## src/rtl/fifo_init_pkg.sv

```systemverilog
// ----------------------------------------------------------------------------
// fifo_init_pkg
// Shared helpers for the initialised multi-port free-list FIFO family.
//   cnt_width(depth) : occupancy counter width, able to hold 0..depth
//   ptr_width(depth) : pointer width for indices 0..depth-1 (at least 1 bit)
//   ptr_add(p,i,d)   : (p + i) mod d by compare-and-subtract, for p < d, i <= d
//   popcount(vec)    : number of set bits in a lane vector (up to MAX_LANES)
// ----------------------------------------------------------------------------
package fifo_init_pkg;

    localparam int unsigned MAX_LANES = 64;

    function automatic int unsigned cnt_width(input int unsigned depth);
        return $clog2(depth + 1);
    endfunction

    function automatic int unsigned ptr_width(input int unsigned depth);
        return (depth > 1) ? $clog2(depth) : 1;
    endfunction

    // Both operands are bounded by depth, so one conditional subtract is
    // enough and depth need not be a power of two.
    function automatic int unsigned ptr_add(input int unsigned ptr,
                                            input int unsigned inc,
                                            input int unsigned depth);
        int unsigned sum;
        sum = ptr + inc;
        if (sum >= depth) begin
            sum = sum - depth;
        end
        return sum;
    endfunction

    function automatic int unsigned popcount(input logic [MAX_LANES-1:0] vec);
        int unsigned n;
        n = 0;
        for (int i = 0; i < MAX_LANES; i++) begin
            n = n + 32'(vec[i]);
        end
        return n;
    endfunction

endpackage

```

## src/rtl/fifo_init_lane_alloc.sv

```systemverilog
// ----------------------------------------------------------------------------
// fifo_init_lane_alloc
// Combinational push-lane allocator. Requests are granted in lane order while
// the running count of requests fits in the available space; granted lanes
// are packed into consecutive slots.
// Ports:
//   push        in   per-lane push request (may be sparse)
//   space       in   free entries available this cycle
//   push_ready  out  per-lane grant
//   offset      out  per-lane slot offset from the write pointer (granted lanes)
//   npush       out  number of granted lanes
// ----------------------------------------------------------------------------
module fifo_init_lane_alloc
    import fifo_init_pkg::*;
#(
    parameter int unsigned PUSH_PORTS = 2,
    parameter int unsigned CNT_W      = 4
) (
    input  logic [PUSH_PORTS-1:0]            push,
    input  logic [CNT_W-1:0]                 space,
    output logic [PUSH_PORTS-1:0]            push_ready,
    output logic [PUSH_PORTS-1:0][CNT_W-1:0] offset,
    output logic [CNT_W-1:0]                 npush
);

    // A lane is granted when the number of requests up to and including it
    // fits in space; its slot is the number of granted lanes below it.
    always_comb begin : alloc
        int unsigned requested;
        int unsigned room;
        requested  = 0;
        room       = 32'(space);
        push_ready = '0;
        offset     = '0;
        for (int k = 0; k < int'(PUSH_PORTS); k++) begin
            if (push[k]) begin
                requested = requested + 1;
                if (requested <= room) begin
                    push_ready[k] = 1'b1;
                    offset[k]     = CNT_W'(requested - 1);
                end
            end
        end
    end

    assign npush = CNT_W'(popcount(MAX_LANES'(push_ready)));

endmodule

```

## src/rtl/fifo_v4_initialized_mp.sv

```systemverilog
// ----------------------------------------------------------------------------
// fifo_v4_initialized_mp
// Multi-port free-list FIFO that starts full with a preloaded value per entry
// after reset or flush. Up to PUSH_PORTS returns and POP_PORTS allocations per
// cycle; pop data is read combinationally from the storage array.
// Optional macro: FIFO_V4_INIT_ERR_FLAGS_EN builds sticky overflow/underflow
// flags; without it both error outputs are tied low.
// Ports:
//   clk_i, rst_i (sync, active-high), flush_i (sync re-initialise)
//   reset_value_i  contents loaded on reset/flush, entry k in slice k
//   push_i/data_i/push_ready_o   push lanes
//   pop_i/valid_o/data_o         pop lanes (pop_i is thermometer-coded)
//   usage_o, full_o, empty_o, almost_full_o, almost_empty_o   status
//   err_overflow_o, err_underflow_o                           sticky errors
// ----------------------------------------------------------------------------
module fifo_v4_initialized_mp
    import fifo_init_pkg::*;
#(
    parameter int unsigned DATA_WIDTH = 32,
    parameter int unsigned DEPTH      = 8,
    parameter int unsigned PUSH_PORTS = 2,
    parameter int unsigned POP_PORTS  = 2,
    parameter int unsigned AF_THRESH  = DEPTH - 1,
    parameter int unsigned AE_THRESH  = 1,
    parameter int unsigned CNT_W      = cnt_width(DEPTH)
) (
    input  logic                             clk_i,
    input  logic                             rst_i,
    input  logic                             flush_i,
    input  logic [DEPTH*DATA_WIDTH-1:0]      reset_value_i,
    input  logic [PUSH_PORTS-1:0]            push_i,
    input  logic [PUSH_PORTS*DATA_WIDTH-1:0] data_i,
    output logic [PUSH_PORTS-1:0]            push_ready_o,
    input  logic [POP_PORTS-1:0]             pop_i,
    output logic [POP_PORTS-1:0]             valid_o,
    output logic [POP_PORTS*DATA_WIDTH-1:0]  data_o,
    output logic [CNT_W-1:0]                 usage_o,
    output logic                             full_o,
    output logic                             empty_o,
    output logic                             almost_full_o,
    output logic                             almost_empty_o,
    output logic                             err_overflow_o,
    output logic                             err_underflow_o
);

    localparam int unsigned      PTR_W   = ptr_width(DEPTH);
    localparam logic [CNT_W-1:0] DEPTH_C = CNT_W'(DEPTH);
    localparam logic [CNT_W-1:0] AF_C    = CNT_W'(AF_THRESH);
    localparam logic [CNT_W-1:0] AE_C    = CNT_W'(AE_THRESH);

    logic [DATA_WIDTH-1:0]            mem_q [DEPTH];
    logic [PTR_W-1:0]                 rd_ptr_q;
    logic [PTR_W-1:0]                 wr_ptr_q;
    logic [CNT_W-1:0]                 cnt_q;
    logic [CNT_W-1:0]                 space;
    logic [CNT_W-1:0]                 npush;
    logic [CNT_W-1:0]                 npop;
    logic [PUSH_PORTS-1:0][CNT_W-1:0] wr_offset;
    logic [PTR_W-1:0]                 wr_idx [PUSH_PORTS];
    logic [PTR_W-1:0]                 rd_idx [POP_PORTS];
    logic [POP_PORTS-1:0]             pop_take;

    // Space comes from the registered count only, so a pop in the same
    // cycle never makes room for a push.
    assign space = DEPTH_C - cnt_q;

    fifo_init_lane_alloc #(
        .PUSH_PORTS (PUSH_PORTS),
        .CNT_W      (CNT_W)
    ) u_lane_alloc (
        .push       (push_i),
        .space      (space),
        .push_ready (push_ready_o),
        .offset     (wr_offset),
        .npush      (npush)
    );

    always_comb begin
        for (int k = 0; k < int'(PUSH_PORTS); k++) begin
            wr_idx[k] = PTR_W'(ptr_add(32'(wr_ptr_q), 32'(wr_offset[k]), DEPTH));
        end
    end

    // Pop lane k shows the entry k places after the read pointer; a request
    // on a lane without data is simply not taken.
    always_comb begin
        data_o = '0;
        for (int k = 0; k < int'(POP_PORTS); k++) begin
            rd_idx[k]  = PTR_W'(ptr_add(32'(rd_ptr_q), 32'(k), DEPTH));
            valid_o[k] = (cnt_q > CNT_W'(k));
            data_o[k*DATA_WIDTH +: DATA_WIDTH] = mem_q[rd_idx[k]];
        end
    end

    assign pop_take = pop_i & valid_o;
    assign npop     = CNT_W'(popcount(MAX_LANES'(pop_take)));

    always_ff @(posedge clk_i) begin
        if (rst_i || flush_i) begin
            rd_ptr_q <= '0;
            wr_ptr_q <= '0;
            cnt_q    <= DEPTH_C;
        end else begin
            rd_ptr_q <= PTR_W'(ptr_add(32'(rd_ptr_q), 32'(npop), DEPTH));
            wr_ptr_q <= PTR_W'(ptr_add(32'(wr_ptr_q), 32'(npush), DEPTH));
            cnt_q    <= cnt_q + npush - npop;
        end
    end

    // Storage is reloaded wholesale on reset/flush; otherwise only granted
    // lanes write, each into its packed slot.
    always_ff @(posedge clk_i) begin
        if (rst_i || flush_i) begin
            for (int k = 0; k < int'(DEPTH); k++) begin
                mem_q[k] <= reset_value_i[k*DATA_WIDTH +: DATA_WIDTH];
            end
        end else begin
            for (int k = 0; k < int'(PUSH_PORTS); k++) begin
                if (push_ready_o[k]) begin
                    mem_q[wr_idx[k]] <= data_i[k*DATA_WIDTH +: DATA_WIDTH];
                end
            end
        end
    end

    assign usage_o        = cnt_q;
    assign full_o         = (cnt_q == DEPTH_C);
    assign empty_o        = (cnt_q == '0);
    assign almost_full_o  = (cnt_q >= AF_C);
    assign almost_empty_o = (cnt_q <= AE_C);

`ifdef FIFO_V4_INIT_ERR_FLAGS_EN
    logic err_overflow_q;
    logic err_underflow_q;
    logic overflow_evt;
    logic underflow_evt;

    assign overflow_evt  = |(push_i & ~push_ready_o);
    assign underflow_evt = |(pop_i & ~valid_o);

    // Sticky until reset; flush keeps the history and its own cycle's
    // requests are ignored, so they cannot raise an error either.
    always_ff @(posedge clk_i) begin
        if (rst_i) begin
            err_overflow_q  <= 1'b0;
            err_underflow_q <= 1'b0;
        end else if (!flush_i) begin
            if (overflow_evt) begin
                err_overflow_q <= 1'b1;
            end
            if (underflow_evt) begin
                err_underflow_q <= 1'b1;
            end
        end
    end

    assign err_overflow_o  = err_overflow_q;
    assign err_underflow_o = err_underflow_q;
`else
    assign err_overflow_o  = 1'b0;
    assign err_underflow_o = 1'b0;
`endif

endmodule

```

## config.mk

```make
export PLATFORM = sky130hd
export DESIGN_NAME = fifo_v4_initialized_mp
export DESIGN_NICKNAME = d
export VERILOG_FILES = /design/src/rtl/fifo_init_pkg.sv /design/src/rtl/fifo_init_lane_alloc.sv /design/src/rtl/fifo_v4_initialized_mp.sv
export SDC_FILE = /design/constraint.sdc
export NUM_CORES = 1
export LEC_CHECK = 0
export CORE_UTILIZATION = 53
export DETAILED_ROUTE_END_ITERATION = 6
export GPL_ROUTABILITY_DRIVEN = 0
export HOLD_SLACK_MARGIN = 0.03
export PLACE_DENSITY = 0.9
export SLEW_MARGIN = 40
export SYNTH_ARGS = -nofsm -noshare
export SYNTH_HDL_FRONTEND = slang
export SYNTH_HIERARCHICAL = 1
export SYNTH_SLANG_ARGS = --single-unit
```

## constraint.sdc

```tcl
create_clock -name clk_i -period 7.1 [get_ports clk_i]
set_input_delay 1.065 -clock clk_i [delete_from_list [all_inputs] [get_ports clk_i]]
set_output_delay 1.065 -clock clk_i [all_outputs]
set_load 0.1 [all_outputs]
```

==> results.md <==
- Buffers inserted during post-CTS setup optimization: 0
- Clock insertion delay at the later pin of the skew report: 0.57 ns
- Worst slew margin relative to its limit: 39.92%
- Average wire per standard cell: roughly 31 um
- Clock share of power: 20.0%
- Pin count of the biggest net entering global routing: 73
- Setup clock skew after layout: ~0.028 ns
- First-pass GRT wire length: between 100 and 150 mm
- Chip Width: 186.6 um
- Lkg Pwr: 8.470 nW
- Number of max-slew violations in the final report: 0
- Total power divided by cell area: approximately 310 mW/mm^2
- Combinational group share of total power: about 50%
- Residual DRC: 3
- Via count of the first global-routing pass: 17400
- Clock root buffer master: sky130_fd_sc_hd__clkbuf_16
- Via density: 7.282
- Share of cells above drive strength 1: 19.61%
- Relative contribution of sequential cells to total power: 31.1%
- Die outline height: roughly 190 um
- Most common cell after layout, fill and taps aside: sky130_fd_sc_hd__nand2_1
- Final ANT Viol Nets: 0
- Clock tree from TritonCTS: done
- CTS resizes: 0
- Post-CTS clock slew at the launch and capture registers of the worst setup and hold paths: about 0.060 ns
- Util after Layout: 67.99%
- CTS buffer count: 27
- Fraction of the cycle the final worst path needs: 72.16%
- Type of the setup path with the least slack: primary input to flip-flop
- Switching share of total power: approximately 45%
- Overall power after layout: 6.985 mW
- Iteration-0 DRC count of the detailed router: 3688
- Total Routing Usage GR: 41.51%
- Mean instance size in the synthesized netlist: between 10 and 15 um^2
- Worst setup margin: 1.977 ns
- Aggregate global routing overflow: 0
- Top Ports: ~410
- CP max stage delay: 0.71 ns
- DRT Pass-1 Iters: 7
- Number of buffers inserted for hold repair after clock tree synthesis: 0
- Setup repair after global routing missed its margin: false
- Cell Rows: 67
- Hpwl dp: around 47 mm
- Total Die Area: 0.03483 mm^2
- Total negative setup slack: 0 ns
- Worst setup SP type: primary input
- Failing checks: DRC
- Final hold violation count: 0
- Count of nets after finishing: 2310
- Core box area: 0.03353 mm^2
- Cell-internal power: 3.859 mW
- H-tree depth: 1
- Critical path required time: 7.38 ns
- Measured slew at the worst slew-check pin: 0.8983 ns
- Most used cells in the layout excluding fill and tap cells: sky130_fd_sc_hd__nand2_1 (386), sky130_fd_sc_hd__clkdlybuf4s50_1 (326), sky130_fd_sc_hd__edfxtp_1 (256)
- Crit-path slowest cell: sky130_fd_sc_hd__nand3_2
- Crit. End Element: flip-flop
- Relative area change from synthesis to final layout: 26.20%
- Mapped Area: about 0.018 mm^2
- Data arrival time at the worst-slack endpoint: around 5.4 ns
- Number of warnings printed during yosys synthesis: 6
- Total buffers and inverters traversed by the critical path: 3
- Clock sink count: 266
- Family with the most delay on the worst path: buffers and inverters
- Psw: about 3.1 mW
- Hold Path Class: flip-flop to flip-flop
- Worst slack, placed: around 1.5 ns
- Wire length after detailed routing: 75.13 mm
- Number of buffers on the longest clock path: 3
- Highest Clock Rate: 195.2 MHz
- Sequence of cells on the critical path: clkdlybuf4s50_1 > ha_1 > a211oi_2 > o21ai_1 > and3_1 > ha_1 > fa_1 > xnor3_1 > nand3_4 > buf_4 > nand3_2 > buf_4
- Number of antenna violations at the first check in global routing: 3
- Peak supply drop: 433.0 uV
- Biggest fanout along the worst timing path: 65
- Final number of setup-violating endpoints: 0
- Detailed-route via count: between 15000 and 20000
- Number of instances in the synthesized netlist: 1701
- Starting Density: 53.88%
- Final critical delay including setup and external delays: 5.123 ns
- Number of max-capacitance violations reported: 0
- Run status: complete, but fails checks
- IO buf count: between 400 and 500
state kept, by name, indices dropped and copies added, names as in the netlist:
name      cells
rd_ptr_q      3
mem_q       256
wr_ptr_q      3
usage_o       4
per-layer routing:
metal  share of wire, %  wire length (um)  vias to the layer above  GRT usage (%)
li1                   -                 -                     6857              -
met1                 29             21760                     8006          49.20
met2                 43             32250                     2206          61.91
met3                 19             14370                      608          16.64
met4                8.9              6714                        4          28.88
met5              0.032                24                        -              0
worst paths after layout:
kind	startpoint	slack [ns]	depth (start not counted)	to
setup / recovery	push_i[0]	1.98	12	mem_q[1][28]$_DFFE_PP_
hold / removal	wr_ptr_q[2]$_SDFF_PP0_	0.72	2	wr_ptr_q[2]$_SDFF_PP0_
setup reg to reg	usage_o[0]$_SDFF_PP0_	2.01	14	mem_q[1][28]$_DFFE_PP_
hold reg to reg	wr_ptr_q[2]$_SDFF_PP0_	0.72	2	wr_ptr_q[2]$_SDFF_PP0_
layout make-up:
cell class	count	area, um^2
Sequential cell	266	7899
Multi-Input combinational cell	1209	9490
Fill cell	2236	10730
Inverter	18	67.56
Clock buffer	30	686.9
Tap cell	448	560.5
Timing Repair Buffer	438	3954
Clock inverter	18	138.9
Antenna cell	1	2.502
power groups by stage:
stage          registers [mW]  logic, mW  clock network, mW
2_1_floorplan            2.17       2.46                  0
3_3_place_gp             2.16       3.35                  0
3_5_place_dp             2.19       3.30                  0
4_1_cts                  2.16       3.32               1.37
5_1_grt                  2.19       3.51               1.42
6_report                 2.17       3.41               1.40
through the flow:
stage	std cells	hold WS, ns	instance area, um^2
finish	2428	0.7182	22800
global route	2428	0.7628	22800
floorplan	1708	0.5788	18090
detailed placement	2376	0.6565	21910
global placement	2375	0.6418	22170
CTS	2424	0.6831	22740
worst register-to-register path: cells and delay by family (launching register included):
kind | cells | cell delay [ns]
xor+xnor | 1 | 0.41
buf+inv | 4 | 1.28
flops | 1 | 0.51
compound gates | 2 | 0.28
fa+ha+maj | 4 | 1.23
simple gates | 3 | 1.08
Note: power is estimated with default switching activity, not from simulation.
